`src/rtl/nrisc_pkg.sv`:
```
// -----------------------------------------------------------------------------
// nrisc_pkg
// Shared definitions for the nRisc 8-bit multi-cycle control path:
//   - opcode codes (OP_LOAD .. OP_HALT) and the opcode field position
//   - sequencer state codes (estado_t)
//   - PCSrc selector codes (PC_MAIS1, PC_BEQ, PC_JUMP)
//   - memory-access and branch classification enums produced by the decoder
//   - opcode_de(): extracts the opcode field from an instruction byte
// -----------------------------------------------------------------------------
package nrisc_pkg;

    // Opcode field position inside the 8-bit instruction
    localparam int OPC_MSB = 7;
    localparam int OPC_LSB = 5;

    // Opcodes
    localparam logic [2:0] OP_LOAD  = 3'b000;
    localparam logic [2:0] OP_LA    = 3'b001;
    localparam logic [2:0] OP_STORE = 3'b010;
    localparam logic [2:0] OP_ADD   = 3'b011;
    localparam logic [2:0] OP_ADDI  = 3'b100;
    localparam logic [2:0] OP_BEQ   = 3'b101;
    localparam logic [2:0] OP_J     = 3'b110;
    localparam logic [2:0] OP_HALT  = 3'b111;

    // PC source selector
    localparam logic [1:0] PC_MAIS1 = 2'b00;
    localparam logic [1:0] PC_BEQ   = 2'b01;
    localparam logic [1:0] PC_JUMP  = 2'b10;

    // Sequencer states; codes 6 and 7 are illegal
    typedef enum logic [2:0] {
        BUSCA      = 3'd0,
        DECODIFICA = 3'd1,
        EXECUTA    = 3'd2,
        MEMORIA    = 3'd3,
        ESCRITA    = 3'd4,
        PARADO     = 3'd5
    } estado_t;

    // Data-memory access class of an opcode
    typedef enum logic [1:0] {
        MEM_NENHUM  = 2'd0,
        MEM_LEITURA = 2'd1,
        MEM_ESCRITA = 2'd2
    } mem_t;

    // Control-transfer class of an opcode
    typedef enum logic [1:0] {
        DESVIO_NENHUM = 2'd0,
        DESVIO_BEQ    = 2'd1,
        DESVIO_JUMP   = 2'd2
    } desvio_t;

    // Opcode field of an instruction byte
    function automatic logic [2:0] opcode_de(input logic [7:0] instr);
        return instr[OPC_MSB:OPC_LSB];
    endfunction

endpackage

```
`src/rtl/sequenciador_multiciclo_decodificador_opcode.sv`:
```
// -----------------------------------------------------------------------------
// decodificador_opcode
// Purely combinational classification of a latched opcode.
// Ports:
//   opcode      in   3  latched opcode
//   ula_op      out  3  ALU operation (the opcode itself)
//   ula_src     out  1  1 = immediate operand (LOAD, LA, STORE, ADDI)
//   reg_src     out  1  1 = write-back data from memory/LA path (LOAD, LA)
//   tipo_mem    out     memory access class (none / read / write)
//   tipo_desvio out     control-transfer class (none / BEQ / jump)
// -----------------------------------------------------------------------------
module decodificador_opcode
    import nrisc_pkg::*;
(
    input  logic [2:0] opcode,
    output logic [2:0] ula_op,
    output logic       ula_src,
    output logic       reg_src,
    output mem_t       tipo_mem,
    output desvio_t    tipo_desvio
);

    // Opcode to operand / write-back / memory / branch class
    always_comb begin
        ula_op      = opcode;
        ula_src     = 1'b0;
        reg_src     = 1'b0;
        tipo_mem    = MEM_NENHUM;
        tipo_desvio = DESVIO_NENHUM;
        case (opcode)
            OP_LOAD: begin
                ula_src  = 1'b1;
                reg_src  = 1'b1;
                tipo_mem = MEM_LEITURA;
            end
            OP_LA: begin
                ula_src = 1'b1;
                reg_src = 1'b1;
            end
            OP_STORE: begin
                ula_src  = 1'b1;
                tipo_mem = MEM_ESCRITA;
            end
            OP_ADD: begin
                ula_src = 1'b0;
            end
            OP_ADDI: begin
                ula_src = 1'b1;
            end
            OP_BEQ: begin
                tipo_desvio = DESVIO_BEQ;
            end
            OP_J: begin
                tipo_desvio = DESVIO_JUMP;
            end
            OP_HALT: begin
                ula_src = 1'b0;
            end
            default: begin
                ula_src     = 1'b0;
                reg_src     = 1'b0;
                tipo_mem    = MEM_NENHUM;
                tipo_desvio = DESVIO_NENHUM;
            end
        endcase
    end

endmodule

```
`src/rtl/sequenciador_multiciclo.sv`:
```
// -----------------------------------------------------------------------------
// sequenciador_multiciclo
// Multi-cycle fetch/decode/execute/memory/writeback sequencer for the nRisc
// 8-bit CPU, with data-memory ready handshake, HALT/Start and a saturating
// retired-instruction counter.
// Ports:
//   Clock, Reset (async, active-low)
//   Instrucao[7:0]  instruction byte, opcode in [7:5]
//   Zero            ALU zero flag (BEQ)
//   MemReady        data memory done with current access
//   Start           resume from PARADO
//   IRWrite, PCWrite, PCSrc[1:0], RegWrite, RegSrc, ULASrc, ULAOp[2:0],
//   WE, MemRead     datapath enables
//   Halted          high in PARADO
//   Estado[2:0]     current state code
//   InstrCount      retired instructions, saturating
// Parameters:
//   CNT_W        counter width
//   RESET_HALTED 0 = leave reset in BUSCA, 1 = leave reset in PARADO
// -----------------------------------------------------------------------------
module sequenciador_multiciclo
    import nrisc_pkg::*;
#(
    parameter int unsigned CNT_W        = 16,
    parameter bit          RESET_HALTED = 1'b0
) (
    input  logic             Clock,
    input  logic             Reset,
    input  logic [7:0]       Instrucao,
    input  logic             Zero,
    input  logic             MemReady,
    input  logic             Start,
    output logic             IRWrite,
    output logic             PCWrite,
    output logic [1:0]       PCSrc,
    output logic             RegWrite,
    output logic             RegSrc,
    output logic             ULASrc,
    output logic [2:0]       ULAOp,
    output logic             WE,
    output logic             MemRead,
    output logic             Halted,
    output logic [2:0]       Estado,
    output logic [CNT_W-1:0] InstrCount
);

    localparam estado_t          ESTADO_INICIAL = RESET_HALTED ? PARADO : BUSCA;
    localparam logic [CNT_W-1:0] CNT_MAX        = {CNT_W{1'b1}};
    localparam logic [CNT_W-1:0] CNT_UM         = {{(CNT_W-1){1'b0}}, 1'b1};

    estado_t          estado_q, estado_d;
    logic [2:0]       opcode_q, opcode_d;
    logic [CNT_W-1:0] cnt_q, cnt_d;

    logic [2:0]       ula_op_s;
    logic             ula_src_s;
    logic             reg_src_s;
    mem_t             tipo_mem_s;
    desvio_t          tipo_desvio_s;

    logic             pc_write_s;
    logic [1:0]       pc_src_s;
    logic             retira_s;
    logic             ativo_s;

    // Only the opcode field of the instruction matters here
    logic             unused_instr_s;
    assign unused_instr_s = ^Instrucao[OPC_LSB-1:0];

    // Every enable is forced low while Reset is held, whatever the state is
    assign ativo_s = Reset;

    decodificador_opcode u_decodificador_opcode (
        .opcode      (opcode_q),
        .ula_op      (ula_op_s),
        .ula_src     (ula_src_s),
        .reg_src     (reg_src_s),
        .tipo_mem    (tipo_mem_s),
        .tipo_desvio (tipo_desvio_s)
    );

    // Next state, opcode capture, PC update request and retirement strobe
    always_comb begin
        estado_d   = estado_q;
        opcode_d   = opcode_q;
        pc_write_s = 1'b0;
        pc_src_s   = PC_MAIS1;
        retira_s   = 1'b0;
        case (estado_q)
            BUSCA: begin
                opcode_d = opcode_de(Instrucao);
                estado_d = DECODIFICA;
            end
            DECODIFICA: begin
                if (opcode_q == OP_HALT) begin
                    estado_d = PARADO;
                    retira_s = 1'b1;
                end else begin
                    estado_d = EXECUTA;
                end
            end
            EXECUTA: begin
                case (tipo_desvio_s)
                    DESVIO_BEQ: begin
                        pc_write_s = 1'b1;
                        pc_src_s   = Zero ? PC_BEQ : PC_MAIS1;
                        estado_d   = BUSCA;
                        retira_s   = 1'b1;
                    end
                    DESVIO_JUMP: begin
                        pc_write_s = 1'b1;
                        pc_src_s   = PC_JUMP;
                        estado_d   = BUSCA;
                        retira_s   = 1'b1;
                    end
                    default: begin
                        if (tipo_mem_s != MEM_NENHUM) begin
                            estado_d = MEMORIA;
                        end else begin
                            estado_d = ESCRITA;
                        end
                    end
                endcase
            end
            MEMORIA: begin
                // Wait indefinitely for the memory handshake
                if (MemReady) begin
                    case (tipo_mem_s)
                        MEM_LEITURA: begin
                            estado_d = ESCRITA;
                        end
                        MEM_ESCRITA: begin
                            pc_write_s = 1'b1;
                            estado_d   = BUSCA;
                            retira_s   = 1'b1;
                        end
                        default: begin
                            estado_d = BUSCA;
                        end
                    endcase
                end else begin
                    estado_d = MEMORIA;
                end
            end
            ESCRITA: begin
                pc_write_s = 1'b1;
                estado_d   = BUSCA;
                retira_s   = 1'b1;
            end
            PARADO: begin
                // Resuming steps the PC past the HALT; not a retirement
                if (Start) begin
                    pc_write_s = 1'b1;
                    estado_d   = BUSCA;
                end else begin
                    estado_d = PARADO;
                end
            end
            default: begin
                estado_d = BUSCA;
            end
        endcase
    end

    // Saturating retired-instruction counter
    always_comb begin
        if (retira_s && (cnt_q != CNT_MAX)) begin
            cnt_d = cnt_q + CNT_UM;
        end else begin
            cnt_d = cnt_q;
        end
    end

    // Sequencer state, latched opcode and counter
    always_ff @(posedge Clock or negedge Reset) begin
        if (!Reset) begin
            estado_q <= ESTADO_INICIAL;
            opcode_q <= OP_LOAD;
            cnt_q    <= {CNT_W{1'b0}};
        end else begin
            estado_q <= estado_d;
            opcode_q <= opcode_d;
            cnt_q    <= cnt_d;
        end
    end

    // Datapath enables decoded from the state and latched opcode;
    // illegal state codes fall to the all-zero default
    always_comb begin
        IRWrite  = 1'b0;
        RegWrite = 1'b0;
        RegSrc   = 1'b0;
        ULASrc   = 1'b0;
        WE       = 1'b0;
        MemRead  = 1'b0;
        Halted   = 1'b0;
        case (estado_q)
            BUSCA: begin
                IRWrite = ativo_s;
            end
            DECODIFICA, EXECUTA: begin
                ULASrc = ula_src_s;
                RegSrc = reg_src_s;
            end
            MEMORIA: begin
                ULASrc  = ula_src_s;
                RegSrc  = reg_src_s;
                MemRead = ativo_s & (tipo_mem_s == MEM_LEITURA);
                WE      = ativo_s & (tipo_mem_s == MEM_ESCRITA);
            end
            ESCRITA: begin
                ULASrc   = ula_src_s;
                RegSrc   = reg_src_s;
                RegWrite = ativo_s;
            end
            PARADO: begin
                Halted = 1'b1;
            end
            default: begin
                Halted = 1'b0;
            end
        endcase
        if (ativo_s) begin
            PCWrite = pc_write_s;
            PCSrc   = pc_src_s;
        end else begin
            PCWrite = 1'b0;
            PCSrc   = PC_MAIS1;
        end
    end

    assign ULAOp      = ula_op_s;
    assign Estado     = estado_q;
    assign InstrCount = cnt_q;

endmodule

```
`config.mk`:
```
export PLATFORM = sky130hd
export DESIGN_NAME = sequenciador_multiciclo
export DESIGN_NICKNAME = d
export VERILOG_FILES = /design/src/rtl/nrisc_pkg.sv /design/src/rtl/sequenciador_multiciclo_decodificador_opcode.sv /design/src/rtl/sequenciador_multiciclo.sv
export SDC_FILE = /design/constraint.sdc
export NUM_CORES = 1
export LEC_CHECK = 0
export CAP_MARGIN = 15
export CELL_PAD_IN_SITES_DETAIL_PLACEMENT = 0
export CELL_PAD_IN_SITES_GLOBAL_PLACEMENT = 1
export CORE_MARGIN = 10
export CORE_UTILIZATION = 34
export CTS_CLUSTER_SIZE = 28
export DETAILED_ROUTE_END_ITERATION = 8
export PLACE_DENSITY = 0.79
export SLEW_MARGIN = 20
export SYNTH_ARGS = -nofsm -noshare
export SYNTH_HDL_FRONTEND = slang
export SYNTH_SLANG_ARGS = --single-unit
```
`constraint.sdc`:
```
create_clock -name Clock -period 2.2 [get_ports Clock]
set_input_delay 0.66 -clock Clock [delete_from_list [all_inputs] [get_ports Clock]]
set_output_delay 0.66 -clock Clock [all_outputs]
set_load 0.02 [all_outputs]
```
# ---- Word level (Yosys, flattened, before mapping)
# Cells that the tools add are included.
dict set report word_totals {
  ff_bits 22
  inputBits 13
  output_inout_bits 32
  elab_cells 60
}
dict set report op_classes {
  add_sub_neg 1
  n_eq_ne 16
  mux 30
  bitwise 2
  reduce_logical 8
}
# operator count
set op_table {}
lappend op_table {{3-bit equality test (second input constant)} 6}
lappend op_table {{3-bit 2-to-1 mux} 6}
lappend op_table {{16-bit by 1-bit adder with 16-bit output (second input constant)} 1}
lappend op_table {{1-bit 2-to-1 mux} 16}
lappend op_table {{16-bit inequality test (second input constant)} 1}
lappend op_table {{3-bit case mux with 5 select lines} 1}
lappend op_table {{2-bit case mux with 2 select lines} 3}
lappend op_table {{3-bit by 2-bit equality test with 1-bit output (second input constant)} 3}
lappend op_table {{1-bit case mux with 4 select lines} 2}
lappend op_table {{4-bit OR reduction} 2}
lappend op_table {{3-bit by 1-bit equality test with 1-bit output (second input constant)} 2}
lappend op_table {{3-bit logical NOT} 2}
lappend op_table {{2-bit by 1-bit equality test with 1-bit output (second input constant)} 2}
lappend op_table {{2-bit equality test (second input constant)} 2}
lappend op_table {{2-bit 2-to-1 mux} 2}
lappend op_table {{2-bit OR reduction} 2}
lappend op_table {{1-bit AND} 2}
lappend op_table {{2-bit nonzero test} 1}
lappend op_table {{1-bit logical AND} 1}

# ---- Logic depth before layout (Yosys ltp)
dict set report logic_depth {
  depth_word 7
  mapped_depth 10
  mapped_depth_nobuf 8
}

# ---- Cells and area by module
# A second synthesis with hierarchy kept.
dict set report unflattened {
  cells_unflattened 134
  hier_area_um2 1333.8
}
# module instances cells_per_inst area_each_um2
set modules_own_cells {}
lappend modules_own_cells {sequenciador_multiciclo 1 123 1261.2}
lappend modules_own_cells {decodificador_opcode 1 11 72.6}

# ---- Least setup slack after synthesis
# Ideal clock, no wire load.
dict set report synth_timing {
  path_kind {flip-flop to output port}
  from {register opcode_q[2]}
  to {output port PCWrite}
  arrival_ns 1.692
  required_ns 1.540
  slack_ns -0.152
  path_stages_with_launch 7
  path_buffers 1
  path_cell_list {dfrtp_1 -> buf_2 -> nand3_1 -> ha_1 -> nor2_1 -> a22oi_2 -> a31oi_1}
}
dict set report synth_between {
  elab_chain_cells 7
  elab_cells_between_ends 15
  cone_classes {6 x eq/ne; 7 x mux; 2 x reduce/logical}
}
# element line
set synth_lines {}
lappend synth_lines {{start, declared} sequenciador_multiciclo.sv:52} ;# logic [2:0] opcode_q, opcode_d;
lappend synth_lines {{start signal, assigned} sequenciador_multiciclo.sv:182} ;# opcode_q <= opcode_d;
lappend synth_lines {{3-bit by 2-bit equality test with 1-bit output (tied with other cells)} sequenciador_multiciclo_decodificador_opcode.sv:30} ;# case (opcode)
lappend synth_lines {{2-bit case mux with 2 select lines} sequenciador_multiciclo_decodificador_opcode.sv:30}
lappend synth_lines {{2-bit equality test (tied with other cells)} sequenciador_multiciclo.sv:128} ;# case (tipo_mem_s)
lappend synth_lines {{1-bit 2-to-1 mux / 2-bit OR reduction (equally long branches)} --}
lappend synth_lines {{1-bit 2-to-1 mux (on tied branches)} {sequenciador_multiciclo.sv:127, sequenciador_multiciclo.sv:103}}
lappend synth_lines {{1-bit case mux with 4 select lines (*)} sequenciador_multiciclo.sv:89} ;# case (estado_q)
lappend synth_lines {{1-bit 2-to-1 mux (*)} sequenciador_multiciclo.sv:223} ;# if (ativo_s) begin
lappend synth_lines {{end, declared} sequenciador_multiciclo.sv:34} ;# output logic PCWrite,
# Mark *: on every way between the ends. The rest lies on a longest branch, timed or not.

# ---- Worst setup path after layout
dict set report layout_timing {
  from {register opcode_q[1]}
  to {output port PCWrite}
}
# Same word-level chain as after synthesis.

==> impl_metrics.json <==
{
  "hold_violations": 0,
  "yosys.area_share.simple_pct": 32.5,
  "fin_ws_ps": -107,
  "worstPathRequired_ps": 1540,
  "netlist_area_um2": 1390,
  "setup_viol": 1,
  "clock_tree.root_cell": "clkbuf_8",
  "synth_most_common_cell": "dfrtp_1",
  "detail_route.wl_per_cell_um": 15.1,
  "status": "complete, but fails checks",
  "hp-class": "primary input to async pin",
  "cts.clk_slew.worst_paths_ps": 80,
  "synth_edf_count": 0,
  "fp.dieH_um": 84.0,
  "cts_made_buffers": 3,
  "yosysUniqueCellTypes": 41,
  "pre_cts_ws_ps": -716,
  "r2r-start": "opcode_q[1]$_DFFE_PN0N_",
  "p_leak_nw": 0.980,
  "ys_ff_latch": 22,
  "hpwl_um": 3060,
  "drive_above_1_share_pct": 43.9,
  "dr.pass1.iters": 4,
  "yosys.area.top_type_share_pct": 39.5,
  "synth_area_leader_cell": "dfrtp_1",
  "initial_core_util_pct": 35.1,
  "synth_ff_type": "dfrtp_1",
  "clock_path_buffers": 2,
  "vias": 1309,
  "grt_pass1_vias": 1365,
  "cts.sink_count": 22,
  "synth_top_family_by_area": "simple AND/OR/NAND/NOR gates",
  "powerDensity_nw_per_um2": 1200,
  "routed_wl_um": 3970,
  "syn-num-nets": 153,
  "period_minus_slack_ps": 2310,
  "area_delta_synth_final_pct": 59.0,
  "relSlewSlack_pct": 68.5,
  "htreeDepth": 1,
  "cp_data_arrival_time_ps": 1650,
  "port_buffers": 39,
  "violations": "setup timing",
  "avgSynthCellArea_um2": 10.2,
  "worst_setup_path_end_kind": "primary output",
  "synthCells": 137,
  "core.rowCount": 23,
  "fin_tns_setup_ps": -107,
  "antenna_found_initial": 0,
  "ant_nets": 0,
  "yosys.area_share.adder_pct": 2.69,
  "maxCapViolCount": 0,
  "drv_slew": 0,
  "fillers": 350,
  "dp_cells": 253,
  "grt_start_max_net_pins": 14,
  "cts_tree": "done",
  "clock_latency_ps": 260,
  "start_kind": "register",
  "nNetsFinal": 231,
  "synth_compound_area_share_pct": 8.17,
  "pin_count": 45,
  "irDropWorstVdd_mv": 0.435,
  "gp_congestion": 0.762,
  "rsz0062_at_grt": "yes",
  "tightestPinTransition_ps": 473,
  "via_per_inst": 4.96,
  "drc": 0,
  "die_area_um2": 7060,
  "track_usage_pct": 10.9,
  "crit_fanout": 4,
  "drt_iter0_drc": 53,
  "grt_pass1_wl_um": 6560,
  "final_cells": 264,
  "overflow": 0,
  "core_region_area_um2": 3970,
  "finalCritPeriodShare_pct": 105,
  "yosysSeqAreaShare_pct": 39.5,
  "cp-startpoint": "opcode_q[1]$_DFFE_PN0N_",
  "die_x_um": 84.0,
  "worstSetupPathType": "register to primary output",
  "max_freq_ghz": 0.433,
  "muxShareOfSynthArea_pct": 2.69,
  "synth_commonest_cells": "dfrtp_1 (22), xnor2_1 (15), nand2_1 (12)",
  "fin_worst_skew_ps": 5.08,
  "synth-xor-area-share_pct": 10.1,
  "synthArstFlopShare_pct": 100,
  "ys.warnings.count": 0,
  "antenna_cells": 0,
  "synthTopCellsByArea": "dfrtp_1 (39%), xnor2_1 (9.4%), nand3_2 (6.5%)"
}
path summary, 6_finish.rpt:
check / end / slack (ps) / cells past startpoint
setup / recovery: PCWrite / -110 / 7
hold / removal: InstrCount[2]$_DFFE_PN0P_ / 390 / 2
setup reg to reg: InstrCount[1]$_DFFE_PN0P_ / 170 / 10
hold reg to reg: InstrCount[15]$_DFFE_PN0P_ / 510 / 1
max in group asynchronous: Estado[1]$_DFF_PN0_ / 1540 / 3
min in group Clock: InstrCount[15]$_DFFE_PN0P_ / 510 / 1
cells in the final DEF (no fill, tap or decap), types with 2 or more instances in the layout:
cell type / netlist / layout
nand4_2: 2 / 2
xnor2_1: 15 / 15
nand2_1: 12 / 11
nand4_1: 8 / 8
dfrtp_1: 22 / 20
o21ai_0: 3 / 3
buf_4: 0 / 43
clkbuf_2: 0 / 2
a21oi_1: 3 / 3
nand3_1: 3 / 2
nor2_4: 1 / 3
nor4b_2: 0 / 2
nand3_2: 9 / 10
clkbuf_8: 0 / 3
and2_1: 3 / 3
nand2_2: 2 / 3
inv_1: 4 / 2
dlymetal6s2s_1: 0 / 2
nor2_1: 5 / 3
mux2_2: 2 / 2
dfrtp_2: 0 / 2
nor2b_1: 2 / 2
inv_2: 0 / 2
ha_4: 0 / 2
nor3_1: 6 / 5
clkdlybuf4s50_1: 0 / 25
and3_1: 7 / 7
buf_2: 3 / 3
report_power, final:
part | internal (W) | switching, W | total [W]
Clock | 0.000243 | 0.000135 | 0.000378
Combinational | 0.000845 | 0.000805 | 0.00165
Sequential | 0.000501 | 0.000123 | 0.000624
flip-flops by register name, summed over array words and instances, names as in the netlist:
register	flops
InstrCount	16
Estado	3
opcode_q	3
cell families (layout without fill, tap and decap cells):
family | count (synthesis) | in the layout
AO/OA/AOI/OAI | 15 | 15
buffers and inverters | 9 | 86
adder cells (fa/ha/maj) | 3 | 3
multiplexers | 3 | 3
flip-flops | 22 | 22
AND/OR/NAND/NOR | 69 | 69
XOR/XNOR | 16 | 16
final cells by class:
type | instances | area, µm² | share of cell area (%)
well taps | 50 | 62.6 | 2.82
repair buffers | 78 | 654 | 29.5
clock buffers | 3 | 41.3 | 1.86
inverters | 4 | 15.0 | 0.678
flip-flops and latches | 22 | 553 | 25.0
multi-input cells | 106 | 860 | 38.8
clock inverters | 1 | 30.0 | 1.36
critical path, cell delays in order (launching register included):
cell,delay (ps)
dfrtp_1,420
inv_2,80
nand3_2,110
ha_4,300
nor2_4,30
a22oi_2,160
a31oi_2,110
buf_4,160
layer usage:
layer	GRT usage (%)	up-vias	wire (µm)
met3	3.13	2	203
met1	12.1	636	1680
met5	0	-	0
met4	3.04	0	14
met2	19.5	35	2080
li1	-	636	-
through the flow:
stage	hold WS [ps]	cell area [µm²]	util [%]	total power [W]
final	395	2220	55.8	0.00265
after global routing	404	2220	55.8	0.00283
after CTS	516	2180	55.0	0.00262
after detailed placement	501	2070	52.0	0.00213
after global placement	489	2070	52.0	0.00209
after floorplan	364	1420	-	0.00143
repair_timing:
action / 4_1_cts / 5_1_grt
buffers inserted: 6 / 2
gates resized for setup: 56 / 12
pin swaps: 6 / 7
hold buffers: 0 / 0
setup endpoints to repair: 11 / 10
Power figures use the tool's default switching activity.
